--- src/rtl/dmem_arbiter.sv ---
// dmem_arbiter
// Two-requester arbiter in front of a single-ported data memory.
// Ownership is round-robin when idle. A requester can hold the memory with
// a lock, but after MAX_BURST consecutive locked accesses it must give way
// to a waiting peer for one access.
//
// Ports
//   clk, rst                 clock, synchronous active-high reset
//   mX_req/we/addr/wdata     access request from requester X (0 or 1)
//   mX_lock                  keep ownership after this access
//   mX_gnt                   access accepted this cycle (combinational)
//   mX_rvalid, mX_rdata      one-cycle read-data pulse, registered read data
//   mem_we/mem_a/mem_wd      memory write enable, address, write data
//   mem_rd                   memory combinational read data
module dmem_arbiter #(
  parameter int DW        = 32,
  parameter int MAX_BURST = 8
) (
  input  logic          clk,
  input  logic          rst,
  input  logic          m0_req,
  input  logic          m0_we,
  input  logic [31:0]   m0_addr,
  input  logic [DW-1:0] m0_wdata,
  input  logic          m0_lock,
  input  logic          m1_req,
  input  logic          m1_we,
  input  logic [31:0]   m1_addr,
  input  logic [DW-1:0] m1_wdata,
  input  logic          m1_lock,
  output logic          m0_gnt,
  output logic          m1_gnt,
  output logic          m0_rvalid,
  output logic          m1_rvalid,
  output logic [DW-1:0] m0_rdata,
  output logic [DW-1:0] m1_rdata,
  output logic          mem_we,
  output logic [31:0]   mem_a,
  output logic [DW-1:0] mem_wd,
  input  logic [DW-1:0] mem_rd
);

  typedef enum logic [1:0] {IDLE, LOCK0, LOCK1} state_e;

  localparam logic [7:0] MaxCnt = 8'(MAX_BURST);

  state_e        state_q, state_d;
  logic          lastGnt_q, lastGnt_d;
  logic [7:0]    burstCnt_q, burstCnt_d;
  logic          rValid0_q, rValid1_q;
  logic [DW-1:0] rData0_q, rData1_q;
  logic          gnt0, gnt1;

  // Grant selection and next-state logic. The grant is decided first from
  // the current state; the next state then follows from whoever was granted,
  // which keeps lock entry, burst counting and fairness hand-over in one place.
  always_comb begin
    gnt0       = 1'b0;
    gnt1       = 1'b0;
    state_d    = state_q;
    lastGnt_d  = lastGnt_q;
    burstCnt_d = burstCnt_q;

    case (state_q)
      IDLE: begin
        // On contention the requester that did not go last wins.
        if (m0_req && m1_req) begin
          if (lastGnt_q) gnt0 = 1'b1;
          else           gnt1 = 1'b1;
        end else begin
          gnt0 = m0_req;
          gnt1 = m1_req;
        end
      end
      LOCK0: begin
        // Burst limit reached and the peer is waiting: peer goes first.
        if (burstCnt_q == MaxCnt && m1_req) gnt1 = 1'b1;
        else                                gnt0 = m0_req;
      end
      LOCK1: begin
        if (burstCnt_q == MaxCnt && m0_req) gnt0 = 1'b1;
        else                                gnt1 = m1_req;
      end
      default: begin
        state_d = IDLE;
      end
    endcase

    if (rst) begin
      gnt0 = 1'b0;
      gnt1 = 1'b0;
    end

    if (gnt0) begin
      lastGnt_d = 1'b0;
      if (m0_lock) begin
        state_d = LOCK0;
        // Counting continues only inside an existing LOCK0 burst; a fresh
        // lock (from IDLE or taken over from LOCK1) starts at one.
        if (state_q == LOCK0)
          burstCnt_d = (burstCnt_q == MaxCnt) ? MaxCnt : burstCnt_q + 8'd1;
        else
          burstCnt_d = 8'd1;
      end else begin
        state_d    = IDLE;
        burstCnt_d = 8'd0;
      end
    end else if (gnt1) begin
      lastGnt_d = 1'b1;
      if (m1_lock) begin
        state_d = LOCK1;
        if (state_q == LOCK1)
          burstCnt_d = (burstCnt_q == MaxCnt) ? MaxCnt : burstCnt_q + 8'd1;
        else
          burstCnt_d = 8'd1;
      end else begin
        state_d    = IDLE;
        burstCnt_d = 8'd0;
      end
    end else if (state_q != IDLE) begin
      // The owner dropped its request, so the lock is released.
      state_d    = IDLE;
      burstCnt_d = 8'd0;
    end
  end

  // Memory-side mux: the granted requester drives the memory, otherwise
  // everything is held at zero.
  always_comb begin
    mem_we = (gnt0 & m0_we) | (gnt1 & m1_we);
    mem_a  = 32'd0;
    mem_wd = '0;
    if (gnt0) begin
      mem_a  = m0_addr;
      mem_wd = m0_wdata;
    end else if (gnt1) begin
      mem_a  = m1_addr;
      mem_wd = m1_wdata;
    end
  end

  assign m0_gnt   = gnt0;
  assign m1_gnt   = gnt1;
  // A pulse from a read accepted just before reset must not leak out
  // while reset is held.
  assign m0_rvalid = rValid0_q & ~rst;
  assign m1_rvalid = rValid1_q & ~rst;
  assign m0_rdata  = rData0_q;
  assign m1_rdata  = rData1_q;

  // State, arbitration history and read-return registers. Read data is
  // captured on the accept edge and held until the same requester reads again.
  always_ff @(posedge clk) begin
    if (rst) begin
      state_q    <= IDLE;
      lastGnt_q  <= 1'b1;
      burstCnt_q <= 8'd0;
      rValid0_q  <= 1'b0;
      rValid1_q  <= 1'b0;
      rData0_q   <= '0;
      rData1_q   <= '0;
    end else begin
      state_q    <= state_d;
      lastGnt_q  <= lastGnt_d;
      burstCnt_q <= burstCnt_d;
      rValid0_q  <= gnt0 & ~m0_we;
      rValid1_q  <= gnt1 & ~m1_we;
      if (gnt0 && !m0_we) rData0_q <= mem_rd;
      if (gnt1 && !m1_we) rData1_q <= mem_rd;
    end
  end

endmodule

--- config.mk ---
export PLATFORM = sky130hd
export DESIGN_NAME = dmem_arbiter
export DESIGN_NICKNAME = d
export VERILOG_FILES = /design/src/rtl/dmem_arbiter.sv
export SDC_FILE = /design/constraint.sdc
export NUM_CORES = 1
export LEC_CHECK = 0
export CORE_AREA = 2 2 118 120
export CTS_CLUSTER_DIAMETER = 40
export DETAILED_ROUTE_END_ITERATION = 8
export DIE_AREA = 0 0 120 122
export HOLD_SLACK_MARGIN = 0.03
export PLACE_DENSITY_LB_ADDON = 0.3
export SLEW_MARGIN = 20
export SYNTH_ARGS = -nofsm -noshare
export SYNTH_HDL_FRONTEND = slang
export SYNTH_SLANG_ARGS = --single-unit
--- constraint.sdc ---
create_clock -name clk -period 3.7 [get_ports clk]
set_input_delay 0.37 -clock clk [delete_from_list [all_inputs] [get_ports clk]]
set_output_delay 0.37 -clock clk [all_outputs]
set_load 0.05 [all_outputs]
Word level (Yosys, flattened, before mapping)

Index checks and enable logic that the tools add are counted.

Flip-flop bits (word level): 77
Bits in latches: 0
RAM bits: 0
ROM bits: 0
Bits of input ports: 168
Output and inout bits: 133
Memories kept: 0

$add $sub $neg: 1
Multipliers: 0
Divide/modulo/power cells: 0
Order comparisons: 0
Equality and inequality tests: 4
Shift-type cells: 0
Muxes and demuxes: 32
Bitwise gates (word level): 10
Reductions and logical operators: 12

Operators by type and width:

| operator            | count |
|---|---|
| $mux 32             | 4 |
| $mux 8              | 8 |
| $mux 1              | 13 |
| $mux 2              | 5 |
| $add 8x1->8 const B | 1 |
| $eq 8x4->1 const B  | 1 |
| $and 1x1->1         | 6 |
| $pmux 1 s3          | 2 |
| $logic_and 1x1->1   | 5 |
| $ne 4x1->1 const B  | 1 |
| $reduce_bool 2->1   | 2 |
| $not 1->1           | 3 |
| $reduce_bool 3->1   | 1 |
| $reduce_or 3->1     | 1 |
| $eq 2x1->1 const B  | 1 |
| $eq 2x2->1 const B  | 1 |
| $logic_not 1->1     | 2 |
| $logic_not 2->1     | 1 |
| $or 1x1->1          | 1 |

Longest topological paths before layout

Depth after elaboration: 7
Depth in mapped cells: 9
Gate-level depth less buffers: 7

Least setup slack after synthesis

Ideal clock, no wire load.

Kind: reg-to-output
From: register burstCnt_q[0]
To: output port mem_a[22]
Data arrival time: 2.658 ns
Required time: 3.330 ns
Setup slack: 0.672 ns
Cell stages (with the launch flop): 9
Cell sequence: dfxtp_1 > inv_1 > ha_1 > or4b_4 > nor2_4 > a221oi_2 > nor3_2 > clkbuf_1 > a22o_1

Cells in the longest elaborated chain, start to end: 7

Ends and longest elaborated chain:

| item                                 | RTL line | RTL |
|---|---|---|
| start: declaration                   | 49       | `logic [7:0] burstCnt_q, burstCnt_d;` |
| start signal: assignment             | 165      | `burstCnt_q <= burstCnt_d;` |
| $eq 8x4->1 (*)                       | 77, 81   |  |
| $logic_and 1x1->1 (on tied branches) | 81, 77   |  |
| $mux 1 (on tied branches)            | 81, 77   |  |
| $pmux 1 s3 (*)                       | 64       | `case (state_q)` |
| $mux 1 (*)                           | 89       | `if (rst) begin` |
| via m1_gnt                           | 32       | `output logic m1_gnt,` |
| $mux 32 (*)                          | 136      | `end else if (gnt1) begin` |
| $mux 32 (*)                          | 133      | `if (gnt0) begin` |
| end: declaration                     | 38       | `output logic [31:0] mem_a,` |

The timed path passes the listed nets; every way through them passes the cells marked *.

Worst setup path in the final report

From: register burstCnt_q[0]
To: output port mem_wd[10]

Cells in the longest elaborated chain, start to end: 7

Ends and longest elaborated chain:

| item                                 | RTL line | RTL |
|---|---|---|
| $eq 8x4->1 (*)                       | 77, 81   |  |
| $logic_and 1x1->1 (on tied branches) | 81, 77   |  |
| $mux 1 (on tied branches)            | 81, 77   |  |
| $pmux 1 s3                           | 64       |  |
| $mux 1                               | 89       |  |
| $mux 32                              | 136      |  |
| $mux 32 (*)                          | 133      |  |
| end: declaration                     | 39       | `output logic [DW-1:0] mem_wd,` |

Every way passes the cells marked *; elsewhere a longest branch is shown, timed or not.

==> out/summary.txt <==
Number of antenna diodes -> 0
Number of synthesized flops with an enable pin -> 0
Maximum VDD drop -> 0.296 mV
Yosys top cell area share -> 0.400
Synth Register Bits -> 77
H-tree levels -> 3
DRT iter0 DRCs -> 218
Worst r2r src -> burstCnt_q[0]
Post-synthesis compound-gate area fraction -> 0.196
Yosys warnings -> 0
Worst-Margin Slew -> 677 ps
Setup bufs post-CTS -> 0
RSZ-0062 raised after global routing -> false
Syn Std Cell Area -> 3850 um2
Seq pwr share -> 0.323
WL/cell -> 18.4 um
Final number of setup-violating endpoints -> 0
Switch share -> 0.318
Detailed Place HPWL -> 12,100 um
Met3 usage -> 0.0829
Combinational Power Share -> 0.354
Multiplexer share of the synthesized area -> 0.177
Final wirelength -> 15,800 um
Synth Flop Type -> dfxtp_1
Initial core utilization -> 0.285
CTS max path bufs -> 2
GRT Max-Usage Layer -> met2
Hold Vio Cnt, Final -> 0
Worst-Skew Late Latency -> 320 ps
Final Critical Period -> 3410 ps
Setup Crit Path Kind -> flop to primary output
Worst-path clk slew -> 60 ps
Leak -> 3.21 nW
Port-buffer cells -> 300
# hold bufs at CTS -> 0
Crit. End Element -> primary output
Ports -> 301
Routing usage on met1 -> 0.215
Worst Hold Class -> flop to flop
P_sw -> 0.868 mW
CTS resizes -> 0
GRT Total Usage -> 0.202
Sink Count -> 77
Crit path cell chain -> inv_1, ha_1, or4b_4, or3_4, and3_1, nor2_4, buf_4, a22o_1, buf_12
Top post-synthesis cells by count -> dfxtp_1, a22o_1, nor2_1
Adder-cell area share of the yosys netlist -> 0.00650
Main combinational cell family by area after synthesis -> compound AO/OA/AOI/OAI gates
Num CTS Buffers -> 9
R2R depth -> 8
First-pass GRT wire length -> 22,900 um
Post-synthesis cell type with the largest combined area -> dfxtp_1
Final Cycle Share -> 0.922
Post-route setup TNS -> 0 ps
Area contributors post-synth -> dfxtp_1, a22o_1, mux2_2
Largest net degree at the start of global routing -> 66
Post-synthesis xor/xnor area fraction -> 0.00682
P&R area growth vs syn -> 98.0%
CP required -> 3330 ps
Pre-CTS WS -> 687 ps
Final WS setup -> 288 ps
CP Capture Point -> mem_wd[10]
Netlist cell types -> 40
Most frequent cell after synthesis -> dfxtp_1
Post-synthesis simple-gate area fraction -> 0.160
Cells after Synth -> 383
CP max stage delay -> 500 ps
Mapped Nets -> 553
Initial antenna violation count -> 0
Slew Viols, Final -> 0
Number of global-route vias before repair -> 4,132
Antenna viol nets, final -> 0
Worst setup startpoint -> burstCnt_q[0]
Arr. time, crit path -> 3040 ps
GRT met2 Usage -> 0.364
Clock skew after layout -> 4.09 ps
Gpl congestion -> 0.826
Root Driver -> clkbuf_16
Layout cells sized above 1 -> 0.196
Slew Limit Headroom -> 0.549
Clock power share -> 0.323
Fillers -> 1,161
Total gr overflow -> 0
Via count -> 4,146
Cell Pwr Density -> 358 nW/um2
Die Y -> 122 um
Detailed Routing Iterations Pass 1 -> 4
CTS tree -> yes
Num rows -> 43
Slowest cell on crit path -> or4b_4
Register area share after synthesis -> 0.400
Die X -> 120 um
Core ar. -> 13,500 um2
Via density -> 4.85
Status -> complete, no violations
Crit start category -> flop
# Max-Cap Violations -> 0
NumNets Final -> 840
Die ar. -> 14,600 um2
P_int -> 1.86 mW
FMAX -> 0.293 GHz
DRC violations left -> 0
Asr flop ratio synth -> 0
Crit path max fanout -> 37
Reg-to-Reg End -> m0_rdata[16]
FF-to-FF setup slack -> 1060 ps
Syn avg cell area -> 10.1 um2
## logic make-up (layout without fill, tap and decap cells)
logic type,Yosys count,in the layout
adders and majority gates,2,2
buffers and inverters,36,328
muxes,64,64
xor gates and xnor gates,3,3
and+or+nand+nor,111,111
AOI/OAI and AO/OA,90,90
DFF,77,77
## power by group through the flow
stage               Clock, mW  Combinational, mW  Sequential [mW]
floorplan                   0              0.389            0.996
global placement            0              0.954            0.897
detailed placement          0              0.963            0.898
CTS                     0.900              0.968            0.881
global route            0.941              0.997            0.885
finish                  0.881              0.965            0.881
## cell usage in the layout (no fill, tap or decap), types with 7 or more instances in the layout
cell             netlist  layout
clkdlybuf4s50_1        0     233
dfxtp_1               77      77
a22o_1                69      69
buf_12                 0      42
nor2_1                42      41
nor2b_1               36      36
mux2_2                32      32
mux2i_1               32      32
buf_4                  1      31
clkbuf_16              0       9
o21ai_0                7       7
nor3_1                 7       7
## sequential cells by signal, indices dropped and copies added (netlist names)
register,flops
m0_rdata,32
rValid0_q,1
burstCnt_q,8
rValid1_q,1
state_q,2
lastGnt_q,1
m1_rdata,32
## critical path: cells and delay by family (launching register included)
| kind | cells | cell delay [ps] |
|---|---|---|
| simple gates | 4 | 1240 |
| buf+inv | 3 | 630 |
| compound gates | 1 | 320 |
| flops | 1 | 350 |
| fa+ha+maj | 1 | 160 |
## through the flow
| step | util | power [mW] | cell area (um2) | instances | hold slack (ps) |
|---|---|---|---|---|---|
| finish | 0.565 | 2.73 | 7620 | 855 | 491 |
| global route | 0.565 | 2.82 | 7620 | 855 | 527 |
| CTS | 0.564 | 2.75 | 7620 | 855 | 501 |
| detailed placement | 0.542 | 1.86 | 7310 | 839 | 487 |
| global placement | 0.542 | 1.85 | 7310 | 839 | 474 |
| floorplan | - | 1.39 | 3850 | 383 | 476 |
## metal layers
metal,vias up,share of wire
li1,1967,-
met1,1955,0.37
met2,199,0.50
met3,25,0.10
met4,0,0.023
met5,-,0
## how the worst min path moves through the flow
stage / start / end / slack [ps] / depth (start not counted)
global route: m0_rdata[26] / m0_rdata[26] / 530 / 2
global placement: m0_rdata[7] / m0_rdata[7] / 470 / 2
CTS: m0_rdata[23] / m0_rdata[23] / 500 / 2
finish: m0_rdata[23] / m0_rdata[23] / 490 / 2
detailed placement: m0_rdata[23] / m0_rdata[23] / 490 / 2
floorplan: burstCnt_q[2] / burstCnt_q[2] / 480 / 1
## area by class of cell
class | count | area, um2 | area share
clock buffer | 11 | 243 | 0.0318
inverter | 5 | 18.8 | 0.00246
sequential | 77 | 1540 | 0.202
timing repair buffer | 307 | 3410 | 0.447
tap | 180 | 225 | 0.0295
clock inverter | 5 | 60.1 | 0.00788
multi-input combinational | 270 | 2120 | 0.279
(Power assumes the default switching activity.)
